**config.mk**
```make
export PLATFORM = sky130hd
export DESIGN_NAME = chunked_adder_flat
export DESIGN_NICKNAME = d
export VERILOG_FILES = /design/src/rtl/chunked_adder_if.sv /design/src/rtl/chunked_adder.sv /design/src/flat_wrapper.sv
export SDC_FILE = /design/constraint.sdc
export NUM_CORES = 1
export LEC_CHECK = 0
export ABC_AREA = 1
export ABC_CLOCK_PERIOD_IN_PS = 2100
export BUFFER_PORTS_ARGS = -buffer_cell sky130_fd_sc_hd__buf_2
export CORE_MARGIN = 2
export CORE_UTILIZATION = 48
export DETAILED_ROUTE_END_ITERATION = 8
export PLACE_DENSITY = 0.75
export SYNTH_ARGS = -nofsm -noshare
export SYNTH_HDL_FRONTEND = slang
export SYNTH_SLANG_ARGS = --single-unit
```
**constraint.sdc**
```tcl
create_clock -name clk -period 2.1 [get_ports clk]
set_clock_uncertainty 0.1 [all_clocks]
set_input_delay 0.42 -clock clk [delete_from_list [all_inputs] [get_ports clk]]
set_output_delay 0.42 -clock clk [all_outputs]
set_load 0.01 [all_outputs]
```
**src/rtl/chunked_adder_if.sv**
```systemverilog
// chunked_adder_if: operand/result handshake bundle for chunked_adder.
//   master : producer/consumer side (drives operands, in_valid, out_ready)
//   slave  : adder side (drives in_ready, out_valid, sum, cout, ovf)
// Signals: in_valid/in_ready, a, b, cin, sub (request side);
//          out_valid/out_ready, sum, cout, ovf (result side).
interface chunked_adder_if #(
   parameter int unsigned WIDTH = 8
);
   logic             in_valid;
   logic             in_ready;
   logic [WIDTH-1:0] a;
   logic [WIDTH-1:0] b;
   logic             cin;
   logic             sub;
   logic             out_valid;
   logic             out_ready;
   logic [WIDTH-1:0] sum;
   logic             cout;
   logic             ovf;

   modport master (
      output in_valid, a, b, cin, sub, out_ready,
      input  in_ready, out_valid, sum, cout, ovf
   );

   modport slave (
      input  in_valid, a, b, cin, sub, out_ready,
      output in_ready, out_valid, sum, cout, ovf
   );
endinterface

```
**src/rtl/chunked_adder.sv**
```systemverilog
// chunked_adder: multi-cycle WIDTH-bit adder/subtractor resolving CHUNK bits
// per clock, LSB chunk first, carry held in a register between chunks.
// Ports:
//   clk   - rising-edge clock
//   rst_n - asynchronous active-low reset
//   bus   - chunked_adder_if.slave (in_valid/in_ready, a, b, cin, sub,
//           out_valid/out_ready, sum, cout, ovf)
// Optional feature: define CHUNKED_ADDER_SAT_EN to saturate sum on signed
// overflow (cout/ovf still reported unmodified). Default build wraps.
module chunked_adder #(
   parameter int unsigned WIDTH = 8,
   parameter int unsigned CHUNK = 4
) (
   input  logic           clk,
   input  logic           rst_n,
   chunked_adder_if.slave bus
);

   localparam int unsigned N  = WIDTH / CHUNK;
   localparam int unsigned CW = (N > 1) ? $clog2(N) : 1;

   localparam logic [1:0] IDLE = 2'd0;
   localparam logic [1:0] BUSY = 2'd1;
   localparam logic [1:0] DONE = 2'd2;

   logic [1:0]       state_q, state_d;
   logic [CW-1:0]    cnt_q, cnt_d;
   logic [WIDTH-1:0] a_q, a_d;
   logic [WIDTH-1:0] bx_q, bx_d;
   logic [WIDTH-1:0] sum_q, sum_d;
   logic             carry_q, carry_d;
   logic             cout_q, cout_d;
   logic             ovf_q, ovf_d;

   logic [CHUNK-1:0] a_sl;
   logic [CHUNK-1:0] bx_sl;
   logic [CHUNK:0]   slice;
   logic             msb_cin;

   always_comb begin
      state_d = state_q;
      cnt_d   = cnt_q;
      a_d     = a_q;
      bx_d    = bx_q;
      sum_d   = sum_q;
      carry_d = carry_q;
      cout_d  = cout_q;
      ovf_d   = ovf_q;
      a_sl    = '0;
      bx_sl   = '0;
      slice   = '0;
      msb_cin = 1'b0;

      case (state_q)
         IDLE: begin
            if (bus.in_valid) begin
               // Subtract is a + ~b + ~borrow; cin doubles as borrow-in.
               a_d     = bus.a;
               bx_d    = bus.sub ? ~bus.b : bus.b;
               carry_d = bus.sub ? ~bus.cin : bus.cin;
               cnt_d   = '0;
               state_d = BUSY;
            end
         end
         BUSY: begin
            // Constant-index slice select keeps the part-selects static.
            for (int unsigned i = 0; i < N; i++) begin
               if (cnt_q == CW'(i)) begin
                  a_sl  = a_q[i*CHUNK +: CHUNK];
                  bx_sl = bx_q[i*CHUNK +: CHUNK];
               end
            end
            slice = {1'b0, a_sl} + {1'b0, bx_sl} + {{CHUNK{1'b0}}, carry_q};
            for (int unsigned i = 0; i < N; i++) begin
               if (cnt_q == CW'(i)) begin
                  sum_d[i*CHUNK +: CHUNK] = slice[CHUNK-1:0];
               end
            end
            carry_d = slice[CHUNK];
            if (cnt_q == CW'(N-1)) begin
               // Carry into the MSB recovered from the MSB's own sum bit.
               msb_cin = a_q[WIDTH-1] ^ bx_q[WIDTH-1] ^ slice[CHUNK-1];
               cout_d  = slice[CHUNK];
               ovf_d   = msb_cin ^ slice[CHUNK];
`ifdef CHUNKED_ADDER_SAT_EN
               if (ovf_d) begin
                  sum_d = a_q[WIDTH-1] ? {1'b1, {(WIDTH-1){1'b0}}}
                                       : {1'b0, {(WIDTH-1){1'b1}}};
               end
`else
`endif
               cnt_d   = '0;
               state_d = DONE;
            end else begin
               cnt_d = cnt_q + CW'(1);
            end
         end
         DONE: begin
            if (bus.out_ready) begin
               state_d = IDLE;
            end
         end
         default: state_d = IDLE;
      endcase
   end

   always_ff @(posedge clk or negedge rst_n) begin
      if (!rst_n) begin
         state_q <= IDLE;
         cnt_q   <= '0;
         a_q     <= '0;
         bx_q    <= '0;
         sum_q   <= '0;
         carry_q <= 1'b0;
         cout_q  <= 1'b0;
         ovf_q   <= 1'b0;
      end else begin
         state_q <= state_d;
         cnt_q   <= cnt_d;
         a_q     <= a_d;
         bx_q    <= bx_d;
         sum_q   <= sum_d;
         carry_q <= carry_d;
         cout_q  <= cout_d;
         ovf_q   <= ovf_d;
      end
   end

   assign bus.in_ready  = (state_q == IDLE);
   assign bus.out_valid = (state_q == DONE);
   assign bus.sum       = sum_q;
   assign bus.cout      = cout_q;
   assign bus.ovf       = ovf_q;

endmodule

```
**src/flat_wrapper.sv**
```systemverilog
// flat-port wrapper written by rule: the top's interface ports become plain ports
module chunked_adder_flat 
#(
   parameter int unsigned WIDTH = 8,
   parameter int unsigned CHUNK = 4
)
  (clk, rst_n, bus_in_valid, bus_a, bus_b, bus_cin, bus_sub, bus_out_ready, bus_in_ready, bus_out_valid, bus_sum, bus_cout, bus_ovf);
  chunked_adder_if #(.WIDTH(WIDTH)) bus_i ();
  input  logic clk;
  input  logic rst_n;
  input wire logic [$bits(bus_i.in_valid)-1:0] bus_in_valid;
  input wire logic [$bits(bus_i.a)-1:0] bus_a;
  input wire logic [$bits(bus_i.b)-1:0] bus_b;
  input wire logic [$bits(bus_i.cin)-1:0] bus_cin;
  input wire logic [$bits(bus_i.sub)-1:0] bus_sub;
  input wire logic [$bits(bus_i.out_ready)-1:0] bus_out_ready;
  output wire logic [$bits(bus_i.in_ready)-1:0] bus_in_ready;
  output wire logic [$bits(bus_i.out_valid)-1:0] bus_out_valid;
  output wire logic [$bits(bus_i.sum)-1:0] bus_sum;
  output wire logic [$bits(bus_i.cout)-1:0] bus_cout;
  output wire logic [$bits(bus_i.ovf)-1:0] bus_ovf;
  assign bus_i.in_valid = bus_in_valid;
  assign bus_i.a = bus_a;
  assign bus_i.b = bus_b;
  assign bus_i.cin = bus_cin;
  assign bus_i.sub = bus_sub;
  assign bus_i.out_ready = bus_out_ready;
  assign bus_in_ready = bus_i.in_ready;
  assign bus_out_valid = bus_i.out_valid;
  assign bus_sum = bus_i.sum;
  assign bus_cout = bus_i.cout;
  assign bus_ovf = bus_i.ovf;
  chunked_adder #(.WIDTH(WIDTH), .CHUNK(CHUNK)) u_core (.clk(clk), .rst_n(rst_n), .bus(bus_i));
endmodule
```
==> run_results.csv, run 1 <==
group,metric,value,unit
critical_path,path_class,"register to register",
cts,clk_path_buf_depth,2,
route,ant_nets,0,
finish,area_growth,16.8,%
finish,antenna_cells,0,
floorplanning,core,3050,sq um
sta,setup_tns,0,ns
route,drt_wl_total,2.67,mm
cts,clk_pin_slew_worst_paths,0.08,ns
critical_path,rr_startpoint,"u_core.cnt_q$_DFFE_PN0P_",
logic_synthesis,yosys_warnings,0,
logic_synthesis,ys_seq_area_frac,0.487,
pwr,power_leakage,0.989,nW
cts,clkSinkCount,30,
critical_path,r2r_cells,11,
critical_path,cp-end-kind,"register",
sta,finalMaxSlewViolations,0,
critical_path,rrSetupSlack,0.14,ns
critical_path,critPathTopFamily,"adder cells",
route,drt_pass1_iterations,4,
floorplanning,start_util,0.505,
global_route,grt_antenna_before_repair,0,
cts,cts_buffers,5,
sta,finalCritPeriodShare,0.932,
global_route,grt_pass1_vias,1141,
critical_path,crit_path_top_delay_cell,"dfrtp_2",
route,via_per_inst,4.59,
sta,grt_setup_unrepaired,"no",
critical_path,max_stage_delay,0.41,ns
logic_synthesis,yosysTopAreaCellShare,0.487,
logic_synthesis,ys_top_cells_by_area,"dfrtp_1 49%, nand2_1 19%, xnor2_1 4.5%",
job,drv_cap,0,
place,dpl.hpwl,2.04,mm
sta,report.final.setup_viol,0,
sta,layout_min_cycle_time,1.96,ns
floorplanning,num_rows,20,
cts,clkLatencyLatePin,0.33,ns
route,vias,1230,
logic_synthesis,yosys_register_bits,30,
floorplanning,io_pins,34,
logic_synthesis,yosysMostFrequentCell,"nand2_1",
logic_synthesis,synth_edf_count,0,
critical_path,worstPathArrival,2.08,ns
logic_synthesis,synthFlopType,"dfrtp_1",
global_route,grt_overflow,0,
place,portBuffers,33,
sta,hold_violations,0,
cts,cts_root_buf,"clkbuf_4",
logic_synthesis,syn_nets,213,
pwr,ir_drop,0.689,mV
floorplanning,die_w,60.7,microns
logic_synthesis,postSynthAreaPerCell,8.29,sq um
logic_synthesis,syn_area,1540,sq um
critical_path,cp_common_cell,"nand2_1",
route,drt_iter0_drc,60,
pwr,power_density,1650,nW/um^2
critical_path,cp_cell_sequence,"inv_2, nand2_1, nand2_1, fa_2, fa_2, nand3_2, nand2_2, nand2_1, nand2_1, nand3_1, nand3_2",
logic_synthesis,syn_inst,186,
global_route,grt_max_degree,31,
place,gp_congestion,0.849,
critical_path,crit_buf_inv,1,
floorplanning,design.die.area,3680,sq um
sta,fmax,0.511,GHz
status,status,"finished, final reports clean",
cts,htreeDepth,2,
global_route,grt_pass1_wl,4.74,mm
finish,final_area,1800,sq um
critical_path,critPathLaunchType,"register",
logic_synthesis,synth_top_cell_by_area,"dfrtp_1",
finish,layout-drive-gt1-share,0.263,
route,wire_per_inst,9.96,microns
hold_path,hold_path.class,"input pin to async pin",
global_route,grt_use_total,0.181,
place,postPlaceCellArea,1740,sq um
finish,nFillCells,295,
sta,slew_headroom,0.575,
critical_path,required,2.22,ns
cts,postCtsHoldBufs,0,
floorplanning,die_y,60.7,microns
logic_synthesis,ys_types,22,
critical_path,worstPathMaxFanout,5,
logic_synthesis,synth_commonest_cells,"79 x nand2_1, 30 x dfrtp_1, 13 x inv_1",
route,drc,0,
logic_synthesis,ys_async_sr_fraction,1.00,
sta,worstMarginPinSlew,0.638,ns
finish,nets,251,
critical_path,rr_endpoint,"u_core.bus.ovf$_DFFE_PN0P_",
cts,cts_tree,"built",
layout make-up:
type,instances,area [sq um],share of cell area
inverters,16,60.1,0.0334
clock buffers,7,45.0,0.0250
multi-input cells,134,693,0.385
well taps,44,55.1,0.0306
flip-flops and latches,30,752,0.418
repair buffers,37,195,0.108
through the flow:
| step | hold WS, ns | instances | power, W | setup WS, ns | util |
|---|---|---|---|---|---|
| 6_report | 0.00552 | 268 | 0.00297 | 0.144 | 0.590 |
| 5_1_grt | 0.0503 | 268 | 0.00333 | 0.000751 | 0.590 |
| 4_1_cts | 0.0258 | 267 | 0.00298 | 0.0303 | 0.586 |
| 3_5_place_dp | 0.360 | 260 | 0.00267 | 0.0484 | 0.571 |
| 3_3_place_gp | 0.351 | 260 | 0.00264 | 0.125 | 0.571 |
| 2_1_floorplan | 0.0244 | 186 | 0.00231 | 0.00161 | - |
flip-flops by register name, summed over array words and instances (netlist names):
| name | cells |
|---|---|
| u_core.a_q | 8 |
| u_core.bus.sum | 8 |
| u_core.bx_q | 8 |
| u_core.state_q | 2 |
| u_core.bus.cout | 1 |
| u_core.bus.ovf | 1 |
| u_core.carry_q | 1 |
| u_core.cnt_q | 1 |
repair_timing:
action / CTS / global route
endpoints found under the setup margin: 0 / 2
gates resized for setup: 0 / 2
buffers inserted: 0 / 1
worst max path at each step:
| stage | to | cells past startpoint | startpoint |
|---|---|---|---|
| 2_1_floorplan | u_core.bus.ovf$_DFFE_PN0P_ | 13 | u_core.cnt_q$_DFFE_PN0P_ |
| 3_3_place_gp | u_core.bus.ovf$_DFFE_PN0P_ | 11 | u_core.cnt_q$_DFFE_PN0P_ |
| 3_5_place_dp | u_core.bus.ovf$_DFFE_PN0P_ | 11 | u_core.cnt_q$_DFFE_PN0P_ |
| 4_1_cts | u_core.bus.ovf$_DFFE_PN0P_ | 11 | u_core.cnt_q$_DFFE_PN0P_ |
| 5_1_grt | u_core.bus.ovf$_DFFE_PN0P_ | 11 | u_core.cnt_q$_DFFE_PN0P_ |
| 6_report | u_core.bus.ovf$_DFFE_PN0P_ | 11 | u_core.cnt_q$_DFFE_PN0P_ |
layer usage:
layer | wire length [microns] | up-vias | track usage
met1 | 1230 | 541 | 0.227
met3 | 166 | 7 | 0.0576
met5 | 0 | - | 0
met4 | 63 | 0 | 0.0932
li1 | - | 651 | -
met2 | 1210 | 31 | 0.281
cell families after synthesis:
logic type | after synthesis | synth area share
and+or+nand+nor | 97 | 0.259
DFF | 30 | 0.487
adders and majority gates | 5 | 0.0503
AOI/OAI and AO/OA | 22 | 0.0730
buffers and inverters | 22 | 0.0739
xor gates and xnor gates | 10 | 0.0568
report_power, final:
| group | switching (W) | internal, W | total [W] | leakage, nW |
|---|---|---|---|---|
| combinational | 0.00101 | 0.000639 | 0.00165 | 0.593 |
| sequential | 0.000155 | 0.000864 | 0.00102 | 0.371 |
| clock | 0.000180 | 0.000126 | 0.000305 | 0.0254 |
| total | 0.00134 | 0.00163 | 0.00297 | 0.989 |
layout by cell type, fill, tap and decap left out, types with 3 or more instances in the layout:
cell	n
o21ai_1	7
dfrtp_1	29
xnor2_1	8
nand2_2	5
nand2_1	78
inv_2	4
nand3_1	6
buf_2	33
buf_4	4
clkbuf_4	5
nor2_1	4
ha_1	3
inv_1	12
o21ai_0	11
(Power assumes the default switching activity.)
==> inputs of run 2 (changes only) <==
- BUFFER_PORTS_ARGS: -buffer_cell sky130_fd_sc_hd__buf_2 -> default
- CORE_UTILIZATION: 48 -> 55
- DONT_BUFFER_PORTS: default -> 1
- PLACE_DENSITY: 0.75 -> 0.73
==> run 2 against run 1 <==
Clock-buffer cell count unchanged. Setup slack worse by 0.055 ns. First-iteration DRC count decreased by 42%. Global-route usage is 2.6 points higher. Sequential power increased by 7%. Final cell count down 16%. Core utilization rose by 3.4 points. Critical path depth unchanged. Wire length rose by 8.8%. Largest power group unchanged.
==> run_results.csv, run 2 (synthesized netlist as in run 1, its figures left out) <==
group,metric,value,unit
status,status,"finished, final reports clean",
global_route,grt_pass1_vias,1244,
critical_path,worstPathArrival,2.14,ns
floorplanning,design.die.area,3240,sq um
route,drt_iter0_drc,35,
pwr,switching_share,0.467,
sta,worstMarginPinSlew,0.439,ns
critical_path,path_class,"register to register",
place,postPlaceCellArea,1550,sq um
sta,fmax,0.497,GHz
finish,fin_cells,226,
global_route,grt_antenna_before_repair,0,
route,via_per_inst,5.30,
cts,clk_path_buf_depth,2,
global_route,grt_max_degree,31,
pwr,seqPwrFrac,0.354,
cts,htreeDepth,2,
finish,antenna_cells,0,
route,drt_pass1_iterations,4,
place,gp_congestion,0.851,
finish,nFillCells,250,
global_route,grt_pass1_wl,5.04,mm
sta,slew_headroom,0.706,
place,dpl.hpwl,2.15,mm
finish,layout_common_cells,"73 x nand2_1, 29 x dfrtp_1, 12 x inv_1",
place,portBuffers,0,
critical_path,critPathLaunchType,"register",
route,ant_nets,0,
cts,clkSinkCount,30,
critical_path,cp-end-kind,"register",
pwr,p_int,0.00164,W
finish,layout-drive-gt1-share,0.185,
cts,cts_buffers,5,
sta,finalMaxSlewViolations,0,
critical_path,required,2.23,ns
job,drv_cap,0,
floorplanning,io_pins,34,
cts,cts_root_buf,"clkbuf_4",
route,drt_wl_total,2.90,mm
cts,clkLatencyLatePin,0.34,ns
critical_path,worstPathMaxFanout,6,
pwr,power_frac_comb,0.531,
sta,finalCritPeriodShare,0.958,
sta,layout_min_cycle_time,2.01,ns
cts,cts_tree,"built",
floorplanning,num_rows,19,
pwr,power_leakage,0.882,nW
finish,nets,221,
route,drc,0,
finish,area_growth,9.58,%
cts,clk_pin_slew_worst_paths,0.09,ns
finish,final_common_cell,"nand2_1",
floorplanning,die_y,56.9,microns
route,wire_per_inst,12.8,microns
hold_path,hold_path.class,"input pin to register",
floorplanning,die_w,56.9,microns
floorplanning,core,2710,sq um
sta,grt_setup_unrepaired,"yes",
pwr,power_density,1830,nW/um^2
finish,utilization,0.623,
sta,hold_violations,0,
floorplanning,start_util,0.569,
global_route,grt_overflow,0,
pwr,ir_drop,1.01,mV
pwr,p_sw,0.00144,W
sta,report.final.setup_viol,0,
pwr,clkPwrFrac,0.115,
finish,final_area,1690,sq um
route,vias,1198,
place,dp.cells,213,
global_route,grt_use_total,0.207,
run 2: changes by cell type in the layout (fill, tap and decap cells not counted):
cell,previous run,this run
dlygate4sd3_1,0,1
buf_12,0,1
nand3_1,6,5
clkbuf_1,2,1
nand2_2,5,10
buf_2,33,0
clkinv_2,0,1
nand3_2,2,3
nand2_1,78,73
clkbuf_8,0,1
buf_4,4,5
run 2: layout make-up:
cell class	instances	area [sq um]	share of cell area
clock buffer	7	55.1	0.0326
clock inverter	1	5.00	0.00296
inverter	16	60.1	0.0356
multi-input combinational	134	711	0.421
sequential	30	752	0.445
tap	31	38.8	0.0230
timing repair buffer	7	67.6	0.0400
run 2: final timing paths:
path	slack (ns)	endpoint	cells after the start	start
max	0.09	u_core.bus.ovf$_DFFE_PN0P_	11	u_core.cnt_q$_DFFE_PN0P_
min	0.07	u_core.state_q[1]$_DFFE_PN0P_	1	bus_out_ready
max reg2reg	0.09	u_core.bus.ovf$_DFFE_PN0P_	11	u_core.cnt_q$_DFFE_PN0P_
min reg2reg	0.39	u_core.a_q[2]$_DFFE_PN0P_	2	u_core.a_q[2]$_DFFE_PN0P_
max in group asynchronous	1.30	u_core.cnt_q$_DFFE_PN0P_	2	rst_n
min in group asynchronous	0.42	u_core.bus.sum[4]$_DFFE_PN0P_	2	rst_n
run 2: worst max-delay path, stage by stage, from the launching register on:
cell	delay [ns]
dfrtp_2	0.43
inv_2	0.07
nand2_2	0.07
nand2_2	0.06
fa_2	0.39
fa_2	0.37
nand3_2	0.09
nand3_1	0.09
nand2_2	0.08
inv_1	0.05
nand2_2	0.06
nand3_2	0.05
run 2: repair_timing:
item                                    4_1_cts  5_1_grt
setup buffers                                 0        3
pin swaps                                     0        3
hold buffers                                  2        0
endpoints found under the setup margin        1        2
endpoints found under the hold margin        30        0
resized for setup                             1        7
run 2: power groups by stage:
stage	registers [W]	logic (W)	clock network (W)
after global routing	0.00113	0.00191	0.000390
after detailed placement	0.00110	0.00148	0
final	0.00109	0.00164	0.000355
after global placement	0.00109	0.00139	0
after floorplan	0.00104	0.00127	0
after CTS	0.00110	0.00150	0.000363
run 2: metal layers:
layer / part of all wire / vias to the layer above / GRT usage
met4: 0.025 / 0 / 0.143
met2: 0.51 / 31 / 0.350
met1: 0.41 / 560 / 0.224
met3: 0.054 / 10 / 0.0567
li1: - / 597 / -
met5: 0 / - / 0
run 2: through the flow:
step	setup slack (ns)	hold WS, ns	total power [W]	setup TNS [ns]
after detailed placement	0.00711	0.0251	0.00258	0
final	0.0888	0.0733	0.00309	0
after global placement	0.0939	0.0251	0.00248	0
after floorplan	0.00161	0.0244	0.00231	0
after CTS	0.00711	0.0709	0.00296	0
after global routing	-0.0275	0.0668	0.00343	-0.0293
